### config.mk
export PLATFORM = sky130hd
export DESIGN_NAME = sio_device_link_flat
export DESIGN_NICKNAME = d
export VERILOG_FILES = /design/src/rtl/sio_device_link_pkg.sv /design/src/rtl/sio_device_link_if.sv /design/src/rtl/sio_byte_rx.sv /design/src/rtl/sio_device_link.sv /design/src/flat_wrapper.sv
export SDC_FILE = /design/constraint.sdc
export NUM_CORES = 1
export LEC_CHECK = 0
export ABC_AREA = 1
export ABC_CLOCK_PERIOD_IN_PS = 14020
export CORE_MARGIN = 4
export CORE_UTILIZATION = 63
export DETAILED_ROUTE_END_ITERATION = 12
export PLACE_DENSITY = 0.84
export REMOVE_ABC_BUFFERS = 1
export SETUP_SLACK_MARGIN = 0.1
export SLEW_MARGIN = 20
export SYNTH_ARGS = -nofsm -noshare
export SYNTH_HDL_FRONTEND = slang
export SYNTH_SLANG_ARGS = --single-unit
export TNS_END_PERCENT = 5
### constraint.sdc
create_clock -name clk -period 14.02 [get_ports clk]
set_clock_uncertainty 0.05 [all_clocks]
set_input_delay 2.804 -clock clk [delete_from_list [all_inputs] [get_ports clk]]
set_output_delay 2.804 -clock clk [all_outputs]
set_load 0.01 [all_outputs]
### src/rtl/sio_device_link_pkg.sv
// Shared types, SIO protocol bytes and checksum helper for the
// SIO device link: frame/receiver state encodings and the SIO constants.
package sio_device_link_pkg;

    typedef enum logic [2:0] {
        ST_IDLE,
        ST_CMD_RX,
        ST_ACK_WAIT,
        ST_TX_ACK,
        ST_RESP
    } link_state_e;

    typedef enum logic [1:0] {
        RX_IDLE,
        RX_START,
        RX_DATA,
        RX_STOP
    } rx_state_e;

    localparam logic [7:0] SIO_ACK      = 8'h41;
    localparam logic [7:0] SIO_NAK      = 8'h4E;
    localparam logic [7:0] SIO_COMPLETE = 8'h43;
    localparam logic [7:0] SIO_ERROR    = 8'h45;

    localparam int FRAME_LEN = 5;

    // One step of the SIO checksum: 8-bit add with end-around carry.
    // The carry can never ripple twice, since the raw sum is <= 9'h1FE.
    function automatic logic [7:0] sio_chk_add(
        input logic [7:0] s,
        input logic [7:0] b
    );
        logic [8:0] t;
        t = {1'b0, s} + {1'b0, b};
        return t[7:0] + {7'd0, t[8]};
    endfunction

endpackage

### src/rtl/sio_device_link_if.sv
// SIO bus plus host-side response port of the device link.
// master: POKEY/host side; slave: the device link itself.
interface sio_device_link_if;

    logic       SOD;
    logic       nCMD;
    logic       SID;
    logic       cmdStrobe;
    logic [7:0] cmdByte;
    logic [7:0] aux1;
    logic [7:0] aux2;
    logic [7:0] txData;
    logic       txValid;
    logic       txReady;
    logic       frameErr;
    logic       chkErr;

    modport master (
        output SOD, nCMD, txData, txValid,
        input  SID, cmdStrobe, cmdByte, aux1, aux2,
        input  txReady, frameErr, chkErr
    );

    modport slave (
        input  SOD, nCMD, txData, txValid,
        output SID, cmdStrobe, cmdByte, aux1, aux2,
        output txReady, frameErr, chkErr
    );

endinterface

### src/rtl/sio_byte_rx.sv
// 8N1 receiver on an already-synchronized line.
// Ports: clk, rst_i (sync), clear_i (drop partial byte), rxd_i,
// byte_o, byteValid_o (1-cycle pulse), stopErr_o (with byteValid_o).
module sio_byte_rx
    import sio_device_link_pkg::*;
#(
    parameter int unsigned CLKS_PER_BIT = 93
) (
    input  logic       clk,
    input  logic       rst_i,
    input  logic       clear_i,
    input  logic       rxd_i,
    output logic [7:0] byte_o,
    output logic       byteValid_o,
    output logic       stopErr_o
);

    localparam int CW = $clog2(CLKS_PER_BIT);
    localparam logic [CW-1:0] BIT_LAST  = CW'(CLKS_PER_BIT - 1);
    localparam logic [CW-1:0] HALF_LAST = CW'(CLKS_PER_BIT / 2 - 1);

    rx_state_e     state_q;
    logic [CW-1:0] cnt_q;
    logic [2:0]    bit_q;
    logic [7:0]    sh_q;
    logic          prev_q;
    logic          valid_q;
    logic          err_q;

    always_ff @(posedge clk) begin
        if (rst_i) begin
            state_q <= RX_IDLE;
            cnt_q   <= '0;
            bit_q   <= '0;
            sh_q    <= '0;
            prev_q  <= 1'b1;
            valid_q <= 1'b0;
            err_q   <= 1'b0;
        end else begin
            // prev_q keeps tracking the line through a clear so a
            // line already low is not mistaken for a new start edge.
            prev_q  <= rxd_i;
            valid_q <= 1'b0;
            err_q   <= 1'b0;
            if (clear_i) begin
                state_q <= RX_IDLE;
                cnt_q   <= '0;
            end else begin
                unique case (state_q)
                    RX_IDLE: begin
                        if (prev_q && !rxd_i) begin
                            state_q <= RX_START;
                            cnt_q   <= '0;
                        end
                    end
                    RX_START: begin
                        if (cnt_q == HALF_LAST) begin
                            cnt_q   <= '0;
                            bit_q   <= '0;
                            // A high mid-start sample is a glitch.
                            state_q <= rxd_i ? RX_IDLE : RX_DATA;
                        end else begin
                            cnt_q <= cnt_q + 1'b1;
                        end
                    end
                    RX_DATA: begin
                        if (cnt_q == BIT_LAST) begin
                            cnt_q <= '0;
                            sh_q  <= {rxd_i, sh_q[7:1]};
                            if (bit_q == 3'd7) begin
                                state_q <= RX_STOP;
                            end else begin
                                bit_q <= bit_q + 1'b1;
                            end
                        end else begin
                            cnt_q <= cnt_q + 1'b1;
                        end
                    end
                    RX_STOP: begin
                        if (cnt_q == BIT_LAST) begin
                            cnt_q   <= '0;
                            valid_q <= 1'b1;
                            err_q   <= ~rxd_i;
                            state_q <= RX_IDLE;
                        end else begin
                            cnt_q <= cnt_q + 1'b1;
                        end
                    end
                    default: state_q <= RX_IDLE;
                endcase
            end
        end
    end

    assign byte_o      = sh_q;
    assign byteValid_o = valid_q;
    assign stopErr_o   = err_q;

endmodule

### src/rtl/sio_device_link.sv
// Device end of the Atari SIO link: frames command bytes, answers
// ACK/NAK and streams host bytes. Ports: clk, Init, bus (slave).
module sio_device_link
    import sio_device_link_pkg::*;
#(
    parameter int unsigned CLKS_PER_BIT = 93,
    parameter logic [7:0]  DEV_ID       = 8'h31,
    parameter int unsigned ACK_DELAY    = 186
) (
    input logic              clk,
    input logic              Init,
    sio_device_link_if.slave bus
);

    localparam int CW = $clog2(CLKS_PER_BIT);
    localparam int WW = $clog2(ACK_DELAY + 1);
    localparam logic [CW-1:0] BIT_LAST  = CW'(CLKS_PER_BIT - 1);
    localparam logic [WW-1:0] WAIT_LAST = WW'(ACK_DELAY - 1);

    logic sod_s1_q, sod_s2_q;
    logic ncmd_s1_q, ncmd_s2_q, ncmd_q;

    link_state_e   state_q;
    logic [7:0]    frame_q [FRAME_LEN];
    logic [2:0]    idx_q;
    logic          bad_q;
    logic          ack_q;
    logic [WW-1:0] wait_q;

    logic          tx_busy_q;
    logic [8:0]    tx_sh_q;
    logic [3:0]    tx_bits_q;
    logic [CW-1:0] tx_cnt_q;

    logic       sid_q;
    logic       strobe_q;
    logic       ferr_q;
    logic       cerr_q;
    logic [7:0] cmd_q, aux1_q, aux2_q;

    logic       ncmd_fall, ncmd_rise;
    logic       tx_last, tx_ready, tx_fire;
    logic       frame_ok;
    logic [7:0] chk_sum;
    logic [7:0] rx_byte;
    logic       rx_valid, rx_err;

    always_ff @(posedge clk) begin
        if (Init) begin
            sod_s1_q  <= 1'b1;
            sod_s2_q  <= 1'b1;
            ncmd_s1_q <= 1'b1;
            ncmd_s2_q <= 1'b1;
            ncmd_q    <= 1'b1;
        end else begin
            sod_s1_q  <= bus.SOD;
            sod_s2_q  <= sod_s1_q;
            ncmd_s1_q <= bus.nCMD;
            ncmd_s2_q <= ncmd_s1_q;
            ncmd_q    <= ncmd_s2_q;
        end
    end

    assign ncmd_fall = ncmd_q & ~ncmd_s2_q;
    assign ncmd_rise = ~ncmd_q & ncmd_s2_q;

    // A byte still in flight when nCMD rises is dropped.
    sio_byte_rx #(
        .CLKS_PER_BIT(CLKS_PER_BIT)
    ) u_rx (
        .clk        (clk),
        .rst_i      (Init),
        .clear_i    (ncmd_rise),
        .rxd_i      (sod_s2_q),
        .byte_o     (rx_byte),
        .byteValid_o(rx_valid),
        .stopErr_o  (rx_err)
    );

    always_comb begin
        chk_sum = 8'h00;
        for (int i = 0; i < 4; i++) begin
            chk_sum = sio_chk_add(chk_sum, frame_q[i]);
        end
    end

    // idx_q saturates at 7, so more than five bytes never looks valid.
    assign frame_ok = (idx_q == 3'd5) & ~bad_q
                    & (frame_q[0] == DEV_ID);

    assign tx_last = tx_busy_q & (tx_bits_q == 4'd0)
                   & (tx_cnt_q == BIT_LAST);

    // Ready during the final stop-bit cycle keeps host bytes gapless;
    // a simultaneous nCMD fall wins over the handshake.
    assign tx_ready = (state_q == ST_RESP)
                    & (~tx_busy_q | tx_last) & ~ncmd_fall;
    assign tx_fire  = bus.txValid & tx_ready;

    always_ff @(posedge clk) begin
        if (Init) begin
            state_q   <= ST_IDLE;
            idx_q     <= '0;
            bad_q     <= 1'b0;
            ack_q     <= 1'b0;
            wait_q    <= '0;
            tx_busy_q <= 1'b0;
            tx_sh_q   <= '1;
            tx_bits_q <= '0;
            tx_cnt_q  <= '0;
            sid_q     <= 1'b1;
            strobe_q  <= 1'b0;
            ferr_q    <= 1'b0;
            cerr_q    <= 1'b0;
            cmd_q     <= '0;
            aux1_q    <= '0;
            aux2_q    <= '0;
            for (int i = 0; i < FRAME_LEN; i++) begin
                frame_q[i] <= '0;
            end
        end else begin
            strobe_q <= 1'b0;
            ferr_q   <= 1'b0;
            cerr_q   <= 1'b0;

            // Shifter: tx_sh_q holds data then stop; tx_bits_q counts
            // bits still to follow the one currently on SID.
            if (tx_busy_q) begin
                if (tx_cnt_q == BIT_LAST) begin
                    tx_cnt_q <= '0;
                    if (tx_bits_q == 4'd0) begin
                        tx_busy_q <= 1'b0;
                    end else begin
                        sid_q     <= tx_sh_q[0];
                        tx_sh_q   <= {1'b1, tx_sh_q[8:1]};
                        tx_bits_q <= tx_bits_q - 1'b1;
                    end
                end else begin
                    tx_cnt_q <= tx_cnt_q + 1'b1;
                end
            end

            if (ncmd_fall) begin
                state_q   <= ST_CMD_RX;
                idx_q     <= '0;
                bad_q     <= 1'b0;
                tx_busy_q <= 1'b0;
                sid_q     <= 1'b1;
            end else begin
                unique case (state_q)
                    ST_IDLE: state_q <= ST_IDLE;
                    ST_CMD_RX: begin
                        if (ncmd_rise) begin
                            if (frame_ok) begin
                                state_q <= ST_ACK_WAIT;
                                wait_q  <= '0;
                                ack_q   <= (chk_sum == frame_q[4]);
                            end else begin
                                state_q <= ST_IDLE;
                            end
                        end else if (rx_valid) begin
                            if (rx_err) begin
                                bad_q  <= 1'b1;
                                ferr_q <= 1'b1;
                            end
                            for (int i = 0; i < FRAME_LEN; i++) begin
                                if (idx_q == 3'(i)) begin
                                    frame_q[i] <= rx_byte;
                                end
                            end
                            if (idx_q != 3'd7) begin
                                idx_q <= idx_q + 1'b1;
                            end
                        end
                    end
                    ST_ACK_WAIT: begin
                        if (wait_q == WAIT_LAST) begin
                            state_q   <= ST_TX_ACK;
                            tx_busy_q <= 1'b1;
                            tx_cnt_q  <= '0;
                            tx_bits_q <= 4'd9;
                            sid_q     <= 1'b0;
                            tx_sh_q   <= {1'b1,
                                          ack_q ? SIO_ACK : SIO_NAK};
                            if (ack_q) begin
                                strobe_q <= 1'b1;
                                cmd_q    <= frame_q[1];
                                aux1_q   <= frame_q[2];
                                aux2_q   <= frame_q[3];
                            end else begin
                                cerr_q <= 1'b1;
                            end
                        end else begin
                            wait_q <= wait_q + 1'b1;
                        end
                    end
                    ST_TX_ACK: begin
                        if (tx_last) begin
                            state_q <= ack_q ? ST_RESP : ST_IDLE;
                        end
                    end
                    ST_RESP: begin
                        if (tx_fire) begin
                            tx_busy_q <= 1'b1;
                            tx_cnt_q  <= '0;
                            tx_bits_q <= 4'd9;
                            sid_q     <= 1'b0;
                            tx_sh_q   <= {1'b1, bus.txData};
                        end
                    end
                    default: state_q <= ST_IDLE;
                endcase
            end
        end
    end

    assign bus.SID       = sid_q;
    assign bus.cmdStrobe = strobe_q;
    assign bus.cmdByte   = cmd_q;
    assign bus.aux1      = aux1_q;
    assign bus.aux2      = aux2_q;
    assign bus.txReady   = tx_ready;
    assign bus.frameErr  = ferr_q;
    assign bus.chkErr    = cerr_q;

endmodule

### src/flat_wrapper.sv
// flat-port wrapper written by rule: the top's interface ports become plain ports
module sio_device_link_flat import sio_device_link_pkg::*;
#(
    parameter int unsigned CLKS_PER_BIT = 93,
    parameter logic [7:0]  DEV_ID       = 8'h31,
    parameter int unsigned ACK_DELAY    = 186
)
  (clk, Init, bus_SOD, bus_nCMD, bus_txData, bus_txValid, bus_SID, bus_cmdStrobe, bus_cmdByte, bus_aux1, bus_aux2, bus_txReady, bus_frameErr, bus_chkErr);
  sio_device_link_if bus_i ();
  input logic clk;
  input logic Init;
  input wire logic [$bits(bus_i.SOD)-1:0] bus_SOD;
  input wire logic [$bits(bus_i.nCMD)-1:0] bus_nCMD;
  input wire logic [$bits(bus_i.txData)-1:0] bus_txData;
  input wire logic [$bits(bus_i.txValid)-1:0] bus_txValid;
  output wire logic [$bits(bus_i.SID)-1:0] bus_SID;
  output wire logic [$bits(bus_i.cmdStrobe)-1:0] bus_cmdStrobe;
  output wire logic [$bits(bus_i.cmdByte)-1:0] bus_cmdByte;
  output wire logic [$bits(bus_i.aux1)-1:0] bus_aux1;
  output wire logic [$bits(bus_i.aux2)-1:0] bus_aux2;
  output wire logic [$bits(bus_i.txReady)-1:0] bus_txReady;
  output wire logic [$bits(bus_i.frameErr)-1:0] bus_frameErr;
  output wire logic [$bits(bus_i.chkErr)-1:0] bus_chkErr;
  assign bus_i.SOD = bus_SOD;
  assign bus_i.nCMD = bus_nCMD;
  assign bus_i.txData = bus_txData;
  assign bus_i.txValid = bus_txValid;
  assign bus_SID = bus_i.SID;
  assign bus_cmdStrobe = bus_i.cmdStrobe;
  assign bus_cmdByte = bus_i.cmdByte;
  assign bus_aux1 = bus_i.aux1;
  assign bus_aux2 = bus_i.aux2;
  assign bus_txReady = bus_i.txReady;
  assign bus_frameErr = bus_i.frameErr;
  assign bus_chkErr = bus_i.chkErr;
  sio_device_link #(.CLKS_PER_BIT(CLKS_PER_BIT), .DEV_ID(DEV_ID), .ACK_DELAY(ACK_DELAY)) u_core (.clk(clk), .Init(Init), .bus(bus_i));
endmodule
* Word level (Yosys, flattened, before mapping)
Memory sizes are Yosys's and may differ from the RTL's.
Cells that the tools add are included.
** Operators by class
- $add $sub $neg :: 12
- Eq/ne operators :: 35
- Mux-type cells :: 105
- Bitwise operators :: 29
- Reductions and logical operators :: 24
** Operators with widths (count)
- $mux W8 :: 8
- $mux W7 :: 8
- $mux W9 :: 6
- $mux W1 :: 52
- $mux W4 :: 7
- $add A8 B8 Y9 :: 3
- $add A8 B1 Y8 :: 3
- $reduce_and A4 Y1 :: 6
- $mux W3 :: 7
- $pmux W7 S3 :: 1
- $pmux W9 S2 :: 1
- $pmux W8 S2 :: 1
- $reduce_and A5 Y1 :: 3
- $add A7 B1 Y7 const B :: 2
- $eq A7 B7 Y1 const B :: 2
- $mux W2 :: 7
- $ne A2 B2 Y1 const B :: 7
- $not A1 Y1 :: 14
- $pmux W7 S2 :: 1
- $eq A3 B2 Y1 const B :: 4
- $eq A3 B3 Y1 const B :: 4
- $pmux W3 S4 :: 1
- $ne A2 B1 Y1 const B :: 5
- $and A1 B1 Y1 :: 9
- 28 further kinds :: 43
** Storage, ports and cells
- Register bits :: 93
- RAM bits :: 40
- Bits of input ports :: 13
- Output and inout port bits :: 29
- Logic and storage cells :: 235
- Memories :: 1
** Memories
- u_core.frame_q :: depth 5, width 8, rd ports 5, clocked after memory_dff 0, write ports 5, line sio_device_link.sv:24 : logic [7:0] frame_q [FRAME_LEN];

* Logic depth before layout (Yosys ltp)
- Depth in word-level cells :: 10
- Mapped depth :: 51

* Modules after synthesis
From an unflattened synthesis, not the netlist that was laid out.
** Unflattened totals
- Cells, all modules :: 942
- Area, all modules :: 7295.7 µm²
** By module, submodules not included
- sio_device_link :: times used 1, cells an instance 789, area an instance 6157.2 µm², sequential area each 2602.5 µm²
- sio_byte_rx :: times used 1, cells an instance 153, area an instance 1138.6 µm², sequential area each 460.4 µm²

* Worst setup path after synthesis
No wires, ideal clock.
- Kind :: register to register
- Start point :: memory u_core.frame_q[0][0]
- End point :: register u_core.ack_q
- Library setup time :: 70 ps
- Arrival :: 6122 ps
- Data required time :: 13900 ps
- Path slack :: 7778 ps
- Cell stages (with the launch flop) :: 48
- Path buffers :: 0
- Period minus slack after synthesis :: 6242 ps
- Path through :: edfxtp_1 > ha_1 > fa_1 > nand3_1 > nand3_1 > a21oi_1 > o21bai_1 > a21oi_1 > o21bai_1 > ha_1 > ha_1 > xor2_1 > inv_1 > ha_1 > nand3_1 > nand3_1 > nand2_1 > nand2_1 > (+12 left out) > nand2_1 > nand2_1 > nand2_1 > a21o_1 > ha_1 > ha_1 > inv_1 > nand2_1 > nand2_1 > nor2_1 > nand4_1 > nor2_1 > nand3_1 > nor2_1 > nand2_1 > inv_1 > nand2_1 > a21oi_1
** RTL lines
- from (decl) :: line sio_device_link.sv:24
- to (signal assigned) :: line sio_device_link.sv:157 : ack_q <= (chk_sum == frame_q[4]);
- to (decl) :: line sio_device_link.sv:27 : logic ack_q;

==> impl_metrics.tcl <==
set metrics [dict create \
    syn_to_final_growth_pct 14.6 \
    tightest_slew_ns 1.08 \
    setup-tns-final_ns 0 \
    switchingPower_mw 0.350 \
    synth_edf_count 40 \
    gp_congestion 0.925 \
    antenna_found_initial 0 \
    rows 39 \
    grt.overflow.total 0 \
    final_common_cell "nand2_1" \
    grt_use_total_pct 24.1 \
    grt_pass1_wl_um 25500 \
    cp.arrival_ns 7.41 \
    ys_types 39 \
    report.final.slew_viol_count 0 \
    rsz0062_at_grt "no" \
    clkPwrFrac_pct 37.9 \
    endpoint_kind "register" \
    clk_pin_slew_ns 0.06 \
    numCtsBuffers 17 \
    crit_path_max_incr_delay_ns 0.47 \
    critPathLaunchType "register" \
    routedWlPerCell_um 13.7 \
    ctsResizeCount 0 \
    num-nets-final 1030 \
    die_x_um 116 \
    start_util_pct 64.3 \
    fmax_mhz 141 \
    post_cts_buffers 0 \
    power.density_nw_per_um2 133 \
    hp-class "register to register" \
    io_pins 42 \
    via_count 6033 \
    crit_top_cell "nand2_1" \
    dieHeight_um 116 \
    hold_viol_final 0 \
    hpwl_um 11000 \
    slew_headroom_pct 27.9 \
    yosys_most_used_dff "dfxtp_1" \
    crit_path_max_fanout 4 \
    grt_max_degree 54 \
    setup_viol 0 \
    wl_um 15400 \
    drv_cap 0 \
    power_frac_seq_pct 37.2 \
    synth_seq_area_share_pct 41.7 \
    viasPerCell 5.40 \
    layout_common_cells "161 x nand2_1, 146 x inv_1, 108 x nor2_1, 93 x dfxtp_1, 67 x nand3_1" \
    ir_worst_vdd_uv 96.3 \
    cts_tree "built" \
    cp.required_ns 14.32 \
    crit_type "register to register" \
    grt_pass1_vias 5674 \
    async_flop_share_pct 0 \
    clk_path_buf_depth 2 \
    p_leak_nw 3.74 \
    fin_crit_sh_pct 50.8 \
    die_area_um2 13400 \
    power.share.switching_pct 31.2 \
    clock_latency_ns 0.42 \
    n_antenna_cell 0 \
    status "finished, final reports clean" \
    layout-drive-gt1-share_pct 8.52 \
    ys_ff_latch 133 \
    fin_util_pct 73.6 \
    min_period_ns 7.12 \
    ys_warn_count 0 \
    clock-root-buffer "clkbuf_16" \
    cts_sinks 133 \
    synth_cells 915 \
    htree_levels 4 \
    crit_slowest_cell "fa_1" \
    drtPass1Iterations 5 \
    drc_errors 0 \
    p_int_mw 0.771 \
    avgSynthCellArea_um2 8.02 \
    syn_area_um2 7340 \
    r2r_setup_slack_ns 6.90 \
    ant_nets 0 \
    drtIter0Drc 315 \
    portBuffers 41 \
    p_comb_share_pct 24.9 \
    core-area_um2 11400 \
    ctsHoldBuffers 0 \
]
## critical path: cells and delay by family, from the launching register on
family / cells / cell delay (ns)
fa+ha+maj: 9 / 2.48
simple gates: 23 / 2.29
compound gates: 9 / 1.24
flops: 1 / 0.40
xor+xnor: 2 / 0.33
buf+inv: 4 / 0.25
## metal layers
| metal | up-vias | share of wire [%] | global-route usage [%] |
|---|---|---|---|
| met3 | 50 | 4.8 | 5.38 |
| met4 | 0 | 3.8 | 13.5 |
| li1 | 3073 | - | - |
| met2 | 174 | 49 | 41.3 |
| met1 | 2736 | 43 | 27.9 |
| met5 | - | 0 | 0 |
## synth_stat cells (2+ instances only)
cell type / n / area, um2
nand3_1: 67 / 335
nor2_2: 3 / 18.8
xnor2_1: 5 / 43.8
nand2_2: 5 / 31.3
inv_2: 3 / 11.3
fa_1: 3 / 60.1
ha_1: 53 / 663
dfxtp_1: 93 / 1860
edfxtp_1: 40 / 1200
o31a_1: 2 / 17.5
a211oi_2: 20 / 250
a21o_1: 2 / 15.0
nor2_1: 108 / 405
o21bai_1: 3 / 22.5
clkbuf_1: 9 / 33.8
nor4_1: 2 / 12.5
inv_1: 146 / 548
nor3_2: 3 / 30.0
a211oi_1: 6 / 45.0
nand2_1: 161 / 604
nand4_1: 12 / 75.1
a21oi_1: 44 / 220
or2_2: 15 / 93.8
nand3b_1: 7 / 52.6
nor3_1: 16 / 80.1
xor2_1: 27 / 236
o21ai_0: 38 / 190
o211ai_1: 4 / 30.0
buf_2: 3 / 15.0
buf_6: 3 / 33.8
o21ai_1: 4 / 20.0
## power groups by stage
stage | Combinational [mW] | Sequential (mW) | Clock [mW]
after floorplan | 0.212 | 0.422 | 0
after global placement | 0.260 | 0.425 | 0
after detailed placement | 0.270 | 0.425 | 0
after CTS | 0.276 | 0.417 | 0.427
after global routing | 0.318 | 0.419 | 0.443
final | 0.279 | 0.417 | 0.424
## registers in the layout, summed over array words and instances (netlist names), 3 cells and up, named ones only
| name | count |
|---|---|
| u_core.tx_bits_q | 4 |
| u_core.state_q | 3 |
| u_core.tx_sh_q | 9 |
| u_core.u_rx.bit_q | 3 |
| u_core.u_rx.byte_o | 8 |
| u_core.bus.cmdByte | 8 |
| u_core.tx_cnt_q | 7 |
| u_core.idx_q | 3 |
| u_core.frame_q | 40 |
| u_core.u_rx.cnt_q | 7 |
| u_core.bus.aux1 | 8 |
| u_core.bus.aux2 | 8 |
| u_core.wait_q | 8 |
## kinds of logic after synthesis
group	Yosys count	synth area share (%)
AND/OR/NAND/NOR	405	24.6
buffers and inverters	165	8.82
flip-flops	133	41.7
AO/OA/AOI/OAI	124	11.1
adder cells (fa/ha/maj)	56	9.86
XOR/XNOR	32	3.82
## layout make-up
type / count / area, um2
multi-input combinational: 617 / 3630
sequential: 133 / 3060
fill: 852 / 3010
inverter: 150 / 564
clock buffer: 28 / 517
timing repair buffer: 42 / 413
tap: 143 / 179
clock inverter: 4 / 46.3
## per-stage QoR
| step | power, mW | hold slack, ns | instances | instance area (um2) | setup slack [ns] |
|---|---|---|---|---|---|
| floorplan | 0.634 | 0.339 | 900 | 7250 | 7.78 |
| global placement | 0.685 | 0.343 | 1085 | 7850 | 7.44 |
| detailed placement | 0.695 | 0.343 | 1085 | 7850 | 7.00 |
| CTS | 1.12 | 0.352 | 1117 | 8410 | 6.92 |
| global route | 1.18 | 0.368 | 1117 | 8410 | 6.27 |
| finish | 1.12 | 0.351 | 1117 | 8410 | 6.90 |
## final timing paths
check,start,end,cells past startpoint
worst max-delay path,u_core.frame_q[0][0],u_core.ack_q,47
worst min-delay path,u_core.sod_s1_q,u_core.sod_s2_q,1
worst max register to register,u_core.frame_q[0][0],u_core.ack_q,47
worst min register to register,u_core.sod_s1_q,u_core.sod_s2_q,1
No activity file was read; power rests on OpenSTA's default activity.
